[src/rtl/vga_timing_640_480.sv]
// 640x480@60 VGA timing generator: pixel-rate enable, h/v counters, sync and address decodes.
// Optional 8-bit frame counter output enabled by defining VGA_FRAME_CNT_EN.
module vga_timing_640_480 #(
  parameter int unsigned CLK_DIV   = 4,
  parameter int unsigned H_VISIBLE = 640,
  parameter int unsigned H_FRONT   = 16,
  parameter int unsigned H_SYNC    = 96,
  parameter int unsigned H_BACK    = 48,
  parameter int unsigned V_VISIBLE = 480,
  parameter int unsigned V_FRONT   = 10,
  parameter int unsigned V_SYNC    = 2,
  parameter int unsigned V_BACK    = 33
) (
  input  logic       clk,
  input  logic       i_rst_n,
  input  logic       i_sclr,
  output logic       o_px_clk,
  output logic       o_hsync,
  output logic       o_vsync,
  output logic       o_hsync_en,
  output logic       o_vsync_en,
  output logic       o_haddr_en,
  output logic       o_vaddr_en,
  output logic [9:0] o_hidx,
  output logic [8:0] o_vidx,
  output logic       o_frame_start
`ifdef VGA_FRAME_CNT_EN
  ,
  output logic [7:0] o_frame_cnt
`endif
);

  localparam int unsigned HTotal = H_VISIBLE + H_FRONT + H_SYNC + H_BACK;
  localparam int unsigned VTotal = V_VISIBLE + V_FRONT + V_SYNC + V_BACK;
  localparam int unsigned DivW   = (CLK_DIV > 1) ? $clog2(CLK_DIV) : 1;

  localparam logic [DivW-1:0] DivMax = DivW'(CLK_DIV - 1);
  localparam logic [9:0] HMax      = 10'(HTotal - 1);
  localparam logic [9:0] VMax      = 10'(VTotal - 1);
  localparam logic [9:0] HVis      = 10'(H_VISIBLE);
  localparam logic [9:0] VVis      = 10'(V_VISIBLE);
  localparam logic [9:0] HSyncBeg  = 10'(H_VISIBLE + H_FRONT);
  localparam logic [9:0] HSyncEnd  = 10'(H_VISIBLE + H_FRONT + H_SYNC);
  localparam logic [9:0] VSyncBeg  = 10'(V_VISIBLE + V_FRONT);
  localparam logic [9:0] VSyncEnd  = 10'(V_VISIBLE + V_FRONT + V_SYNC);

  logic [DivW-1:0] div_q, div_d;
  logic [9:0]      hcnt_q, hcnt_d;
  logic [9:0]      vcnt_q, vcnt_d;
  logic            px_tick, h_wrap, v_wrap;

  always_comb begin
    px_tick = (div_q == DivMax);
    h_wrap  = (hcnt_q == HMax);
    v_wrap  = (vcnt_q == VMax);
    div_d   = px_tick ? '0 : div_q + 1'b1;
    hcnt_d  = hcnt_q;
    vcnt_d  = vcnt_q;
    if (px_tick) begin
      if (h_wrap) begin
        hcnt_d = '0;
        vcnt_d = v_wrap ? '0 : vcnt_q + 10'd1;
      end else begin
        hcnt_d = hcnt_q + 10'd1;
      end
    end
    // Synchronous clear overrides any tick or wrap in the same cycle.
    if (i_sclr) begin
      div_d  = '0;
      hcnt_d = '0;
      vcnt_d = '0;
    end
  end

  always_ff @(posedge clk or negedge i_rst_n) begin
    if (!i_rst_n) begin
      div_q  <= '0;
      hcnt_q <= '0;
      vcnt_q <= '0;
    end else begin
      div_q  <= div_d;
      hcnt_q <= hcnt_d;
      vcnt_q <= vcnt_d;
    end
  end

`ifdef VGA_FRAME_CNT_EN
  logic [7:0] frame_cnt_q, frame_cnt_d;

  always_comb begin
    frame_cnt_d = frame_cnt_q;
    if (i_sclr) begin
      frame_cnt_d = '0;
    end else if (px_tick && h_wrap && v_wrap) begin
      frame_cnt_d = frame_cnt_q + 8'd1;
    end
  end

  always_ff @(posedge clk or negedge i_rst_n) begin
    if (!i_rst_n) begin
      frame_cnt_q <= '0;
    end else begin
      frame_cnt_q <= frame_cnt_d;
    end
  end

  assign o_frame_cnt = frame_cnt_q;
`endif

  always_comb begin
    o_px_clk      = px_tick;
    o_hsync_en    = (hcnt_q >= HSyncBeg) && (hcnt_q < HSyncEnd);
    o_vsync_en    = (vcnt_q >= VSyncBeg) && (vcnt_q < VSyncEnd);
    o_hsync       = ~o_hsync_en;
    o_vsync       = ~o_vsync_en;
    o_haddr_en    = (hcnt_q < HVis);
    o_vaddr_en    = (vcnt_q < VVis);
    o_hidx        = o_haddr_en ? hcnt_q : 10'd0;
    o_vidx        = o_vaddr_en ? vcnt_q[8:0] : 9'd0;
    o_frame_start = px_tick && (hcnt_q == 10'd0) && (vcnt_q == 10'd0);
  end

endmodule

[config.mk]
export PLATFORM = sky130hd
export DESIGN_NAME = vga_timing_640_480
export DESIGN_NICKNAME = d
export VERILOG_FILES = /design/src/rtl/vga_timing_640_480.sv
export SDC_FILE = /design/constraint.sdc
export NUM_CORES = 1
export LEC_CHECK = 0
export ABC_CLOCK_PERIOD_IN_PS = 2200
export CAP_MARGIN = 20
export CORE_ASPECT_RATIO = 1.75
export CORE_MARGIN = 3
export CORE_UTILIZATION = 50
export CTS_CLUSTER_DIAMETER = 200
export DETAILED_ROUTE_END_ITERATION = 10
export PLACE_DENSITY = 0.79
export REMOVE_ABC_BUFFERS = 1
export SYNTH_ARGS = -nofsm -noshare
export SYNTH_HDL_FRONTEND = slang
export SYNTH_SLANG_ARGS = --single-unit
export TNS_END_PERCENT = 50
[constraint.sdc]
create_clock -name clk -period 2.2 [get_ports clk]
set_input_delay 0.55 -clock clk [delete_from_list [all_inputs] [get_ports clk]]
set_output_delay 0.55 -clock clk [all_outputs]
set_load 0.05 [all_outputs]
---- Yosys cells after proc, flatten, opt, wreduce, memory -nomap -nowiden ----
Index checks and enable logic that the tools add are counted.
operators by class
  $add $sub $neg .......................... 3
  magnitude comparators ................... 6
  equal/unequal tests ..................... 3
  muxes and demuxes ....................... 11
  bitwise operators ....................... 2
  reductions and logical operators ........ 9
operators with widths
  cell                   count
  $mux 10                8
  $add 10x1->10 const B  2
  $eq 10x10->1 const B   2
  $logic_not 10->1       2
  $lt 10x10->1 const B   2
  $lt 10x9->1 const B    2
  $ge 10x10->1 const B   1
  $ge 10x9->1 const B    1
  $mux 9                 1
  $logic_and 1x1->1      4
  $mux 2                 2
  $reduce_bool 2->1      2
  $add 2x1->2 const B    1
  $eq 2x2->1 const B     1
  $not 1->1              2
  $reduce_and 2->1       1
word-level totals
  register bits ........................... 22
  bits of input ports ..................... 3
  output and inout bits ................... 27
  logic and storage cells ................. 37

---- Longest topological paths before layout ----
  depth in word-level cells ............... 5
  depth in mapped cells ................... 6

---- Least setup slack after synthesis ----
Ideal clock, no wire load.
  path type ............................... flip-flop to output port
  start ................................... register div_q[0]
  end ..................................... output port o_frame_start
  data arrival time ....................... 2851 ps
  required time ........................... 1650 ps
  path slack .............................. -1201 ps
  stages on the path, launching flop included .. 6
  buffers on the path ..................... 1
  cell sequence ........................... dfrtp_1 ha_1 clkbuf_1 and3_1 nand3_1 nor4_1
on the way
  word-level cells in the longest chain between the ends .. 3
RTL lines
  item                             line  text
  from (decl)                      47    logic [DivW-1:0] div_q, div_d;
  from (signal assigned)           81    div_q <= div_d;
  $eq 2x2->1                       53    px_tick = (div_q == DivMax);
  via o_px_clk                     17    output logic o_px_clk,
  $logic_and 1x1->1 (2 in series)  120   o_frame_start = px_tick && (hcnt_q == 10'd0) && (vcnt_q == 10'd0);
  to (decl)                        26    output logic o_frame_start
The timed path passes the listed nets, and every way through them passes these cells.

---- Worst setup path in the final report ----
  start ................................... register hcnt_q[1]
  end ..................................... output port o_frame_start
on the way
  word-level cells in the longest chain between the ends .. 3
RTL lines
  item                             line  text
  from (decl)                      48    logic [9:0] hcnt_q, hcnt_d;
  from (signal assigned)           82    hcnt_q <= hcnt_d;
  $logic_not 10->1                 120
  $logic_and 1x1->1 (2 in series)  120
No other way between the ends.

==> results.md <==
- Status: finished, violations left
- Failing checks: setup timing
- Seq/Total Area, Yosys: 37.1%
- CP Class: flip-flop to output port
- Clock slew at reported path FFs: 0.08 ns
- First-pass GRT wire length: 8.25 mm
- Die area: 3690 µm²
- Final Hold Viols: 0
- Required time worst endpoint: 1.65 ns
- Crit path buf inv count: 3
- PD cells: 402 nW/µm²
- Crit path max fanout: 2
- Hold WS: 0.444 ns
- Most used DFF post-synth: dfrtp_1
- R2R depth: 14
- Final Cycle Share: 111%
- CTS Buffer Depth: 2
- Vias per std cell: 6.50
- Final TNS setup: -0.341 ns
- DRC Markers: 0
- Layout net count: 246
- Seq cells post-synth: 22
- Max rail drop VDD: 435 µV
- CTS tree: done
- GR Util All Layers: 31.0%
- Worst-Margin Slew: 0.643 ns
- Largest net degree at the start of global routing: 23
- Leakage power: 1.12 nW
- Most frequent cells in the layout: buf_4 (43), buf_12 (21), nor2_1 (13)
- # diodes: 0
- Area growth syn-to-layout: 66.6%
- Layout cells sized above 1: 47.7%
- Final Wtd Congestion: 0.917
- Worst setup SP type: flip-flop
- Reg2Reg Launch Point: hcnt_q[0]
- Post-synth ARST share: 100%
- Crit-path cells: inv_2 > ha_4 > nor4b_4 > and3_1 > nand3_2 > nor4_4 > buf_4 > buf_12
- H-tree depth: 1
- Clock skew: 0.00534 ns
- Via count: 1703
- Hold Path Sink: div_q[0]
- Yosys cell types: 39
- TritonCTS buffer count: 3
- IO buf count: 29
- Cts-stage hold buffer count: 0
- Max Fclk: 411 MHz
- Cell Rows: 25
- Die Y: 78.1 µm
- EDFF count, synth: 0
- Initial core utilization: 53.3%
- Hold path startpoint: div_q[0]
- Synth Instances: 170
- Max transition margin: 56.9%
- 1st-pass router iterations: 4
- Initial antenna violation count: 0
- Worst Hold Class: flip-flop to flip-flop
- Kind of cell adding the most delay to the critical path: simple AND/OR/NAND/NOR gates
- Tmin final: 2.43 ns
- Worst EP arrival: 1.88 ns
- Total length of routed wires: 5.68 mm
- Worst-Skew Late Latency: 0.27 ns
- FILL cells: 121
- Post-Syn Area per Cell: 8.74 µm²
- Max_cap viols: 0
- Reg-to-reg slack, setup: -0.02 ns
- Post-DRT Antenna Nets: 0
- Clock sink count: 22
- Placed wire-length estimate: 3.32 mm
- Root buf cell: clkbuf_8
- Final setup fails: 5
- Average routed wire per standard cell: 21.7 µm
- CORE AREA: 2780 µm²
- Gr ovfl total: 0
- Worst Hold Depth: 1
- 1st-iter DRT viols: 94
- Worst R2R End: hcnt_q[0]
- Vias in the first global route: 1714
- Commonest non-fill, non-tap cell in the layout: buf_4
- CP peak stage delay: 0.41 ns
- DIE WIDTH: 47.2 µm
- Slowest cell on crit path: dfrtp_1
- Fin. max-slew vios: 0
- Crit path setup slack, layout: -0.232 ns
- Synthesized area: 1490 µm²
- YS warnings: 0
- IO Count: 30
- Unrepaired setup endpoints after global routing: true
- Crit path capture type: output port
-- worst max-delay path by stage --
stage / from / to / slack (ns) / cells after the start
after floorplan: div_q[0] / o_frame_start / -1.11 / 4
after global placement: hcnt_q[0] / o_frame_start / 0.10 / 8
after detailed placement: hcnt_q[0] / o_frame_start / 0.04 / 8
after CTS: hcnt_q[1] / o_frame_start / -0.08 / 8
after global routing: hcnt_q[0] / o_frame_start / -0.30 / 8
final: hcnt_q[1] / o_frame_start / -0.23 / 8
-- report_power, final --
group,internal (mW),switching [mW]
clock network,0.122,0.133
logic,0.149,0.152
registers,0.420,0.0185
total,0.692,0.303
-- Yosys cell counts (2+ instances only) --
library cell   n  area (µm²)
a22o_1         9        78.8
and2_1        13        81.3
and3_1         7        43.8
buf_2          3        15.0
clkbuf_1       7        26.3
dfrtp_1       22         551
ha_1           6        75.1
inv_1          8        30.0
nand2_1        8        30.0
nand3_1       10        50.1
nor2_1        15        56.3
nor2b_1        7        43.8
nor3_1         9        45.0
nor3b_1        2        15.0
nor4_1         3        18.8
nor4b_1        2        17.5
o21ai_0        7        35.0
o21ai_1        4        20.0
or4_1          3        22.5
xnor2_1        4        35.0
xor2_1         3        26.3
-- repair_timing --
| item | in CTS | in global routing |
|---|---|---|
| gates resized for setup | 24 | 21 |
| setup endpoints to repair | 10 | 12 |
| setup buffers | 24 | 8 |
| pin swaps | 4 | 3 |
-- state kept, by name (all words and copies together), names as in the netlist --
register / count
hcnt_q: 10
vcnt_q: 10
div_q: 2
-- cells by family after synthesis --
logic type               share of synthesized area [%]
AO/OA/AOI/OAI                                     15.1
multiplexers                                     0.758
adder cells (fa/ha/maj)                           5.05
buffers and inverters                             5.90
AND/OR/NAND/NOR                                   32.0
flip-flops                                        37.1
XOR/XNOR                                          4.13
-- metal layers --
metal / vias to the layer above / share of wire (%) / global-route usage (%)
li1: 737 / - / -
met1: 812 / 33 / 30.4
met2: 114 / 55 / 54.1
met3: 40 / 5.7 / 5.73
met4: 0 / 6.4 / 20.5
met5: - / 0 / 0
-- worst register-to-register path, cell delays in order (launching register included) --
cell	delay, ns
dfrtp_1	0.37
inv_2	0.07
buf_4	0.13
buf_4	0.12
buf_4	0.12
buf_6	0.11
buf_6	0.10
buf_4	0.12
buf_6	0.10
buf_4	0.12
buf_4	0.12
buf_4	0.12
buf_4	0.12
buf_6	0.11
mux2_4	0.29
-- per-stage QoR --
stage                     cells  total power [mW]  setup slack [ns]  utilization (%)  instance area [µm²]
after floorplan             158             0.548             -1.11                -                 1430
after global placement      229             0.645             0.103             74.0                 2060
after detailed placement    229             0.651            0.0366             74.0                 2060
after CTS                   255             0.952           -0.0783             84.1                 2340
after global routing        262              1.04            -0.297             88.9                 2470
final                       262             0.995            -0.232             88.9                 2470
-- final cells by class --
class	instances	area, µm²	share of cell area [%]
flip-flops and latches	22	563	22.8
well taps	27	33.8	1.37
repair buffers	74	853	34.5
inverters	8	30.0	1.21
multi-input cells	128	952	38.5
clock buffers	3	41.3	1.67
No activity file was read; power rests on OpenSTA's default activity.
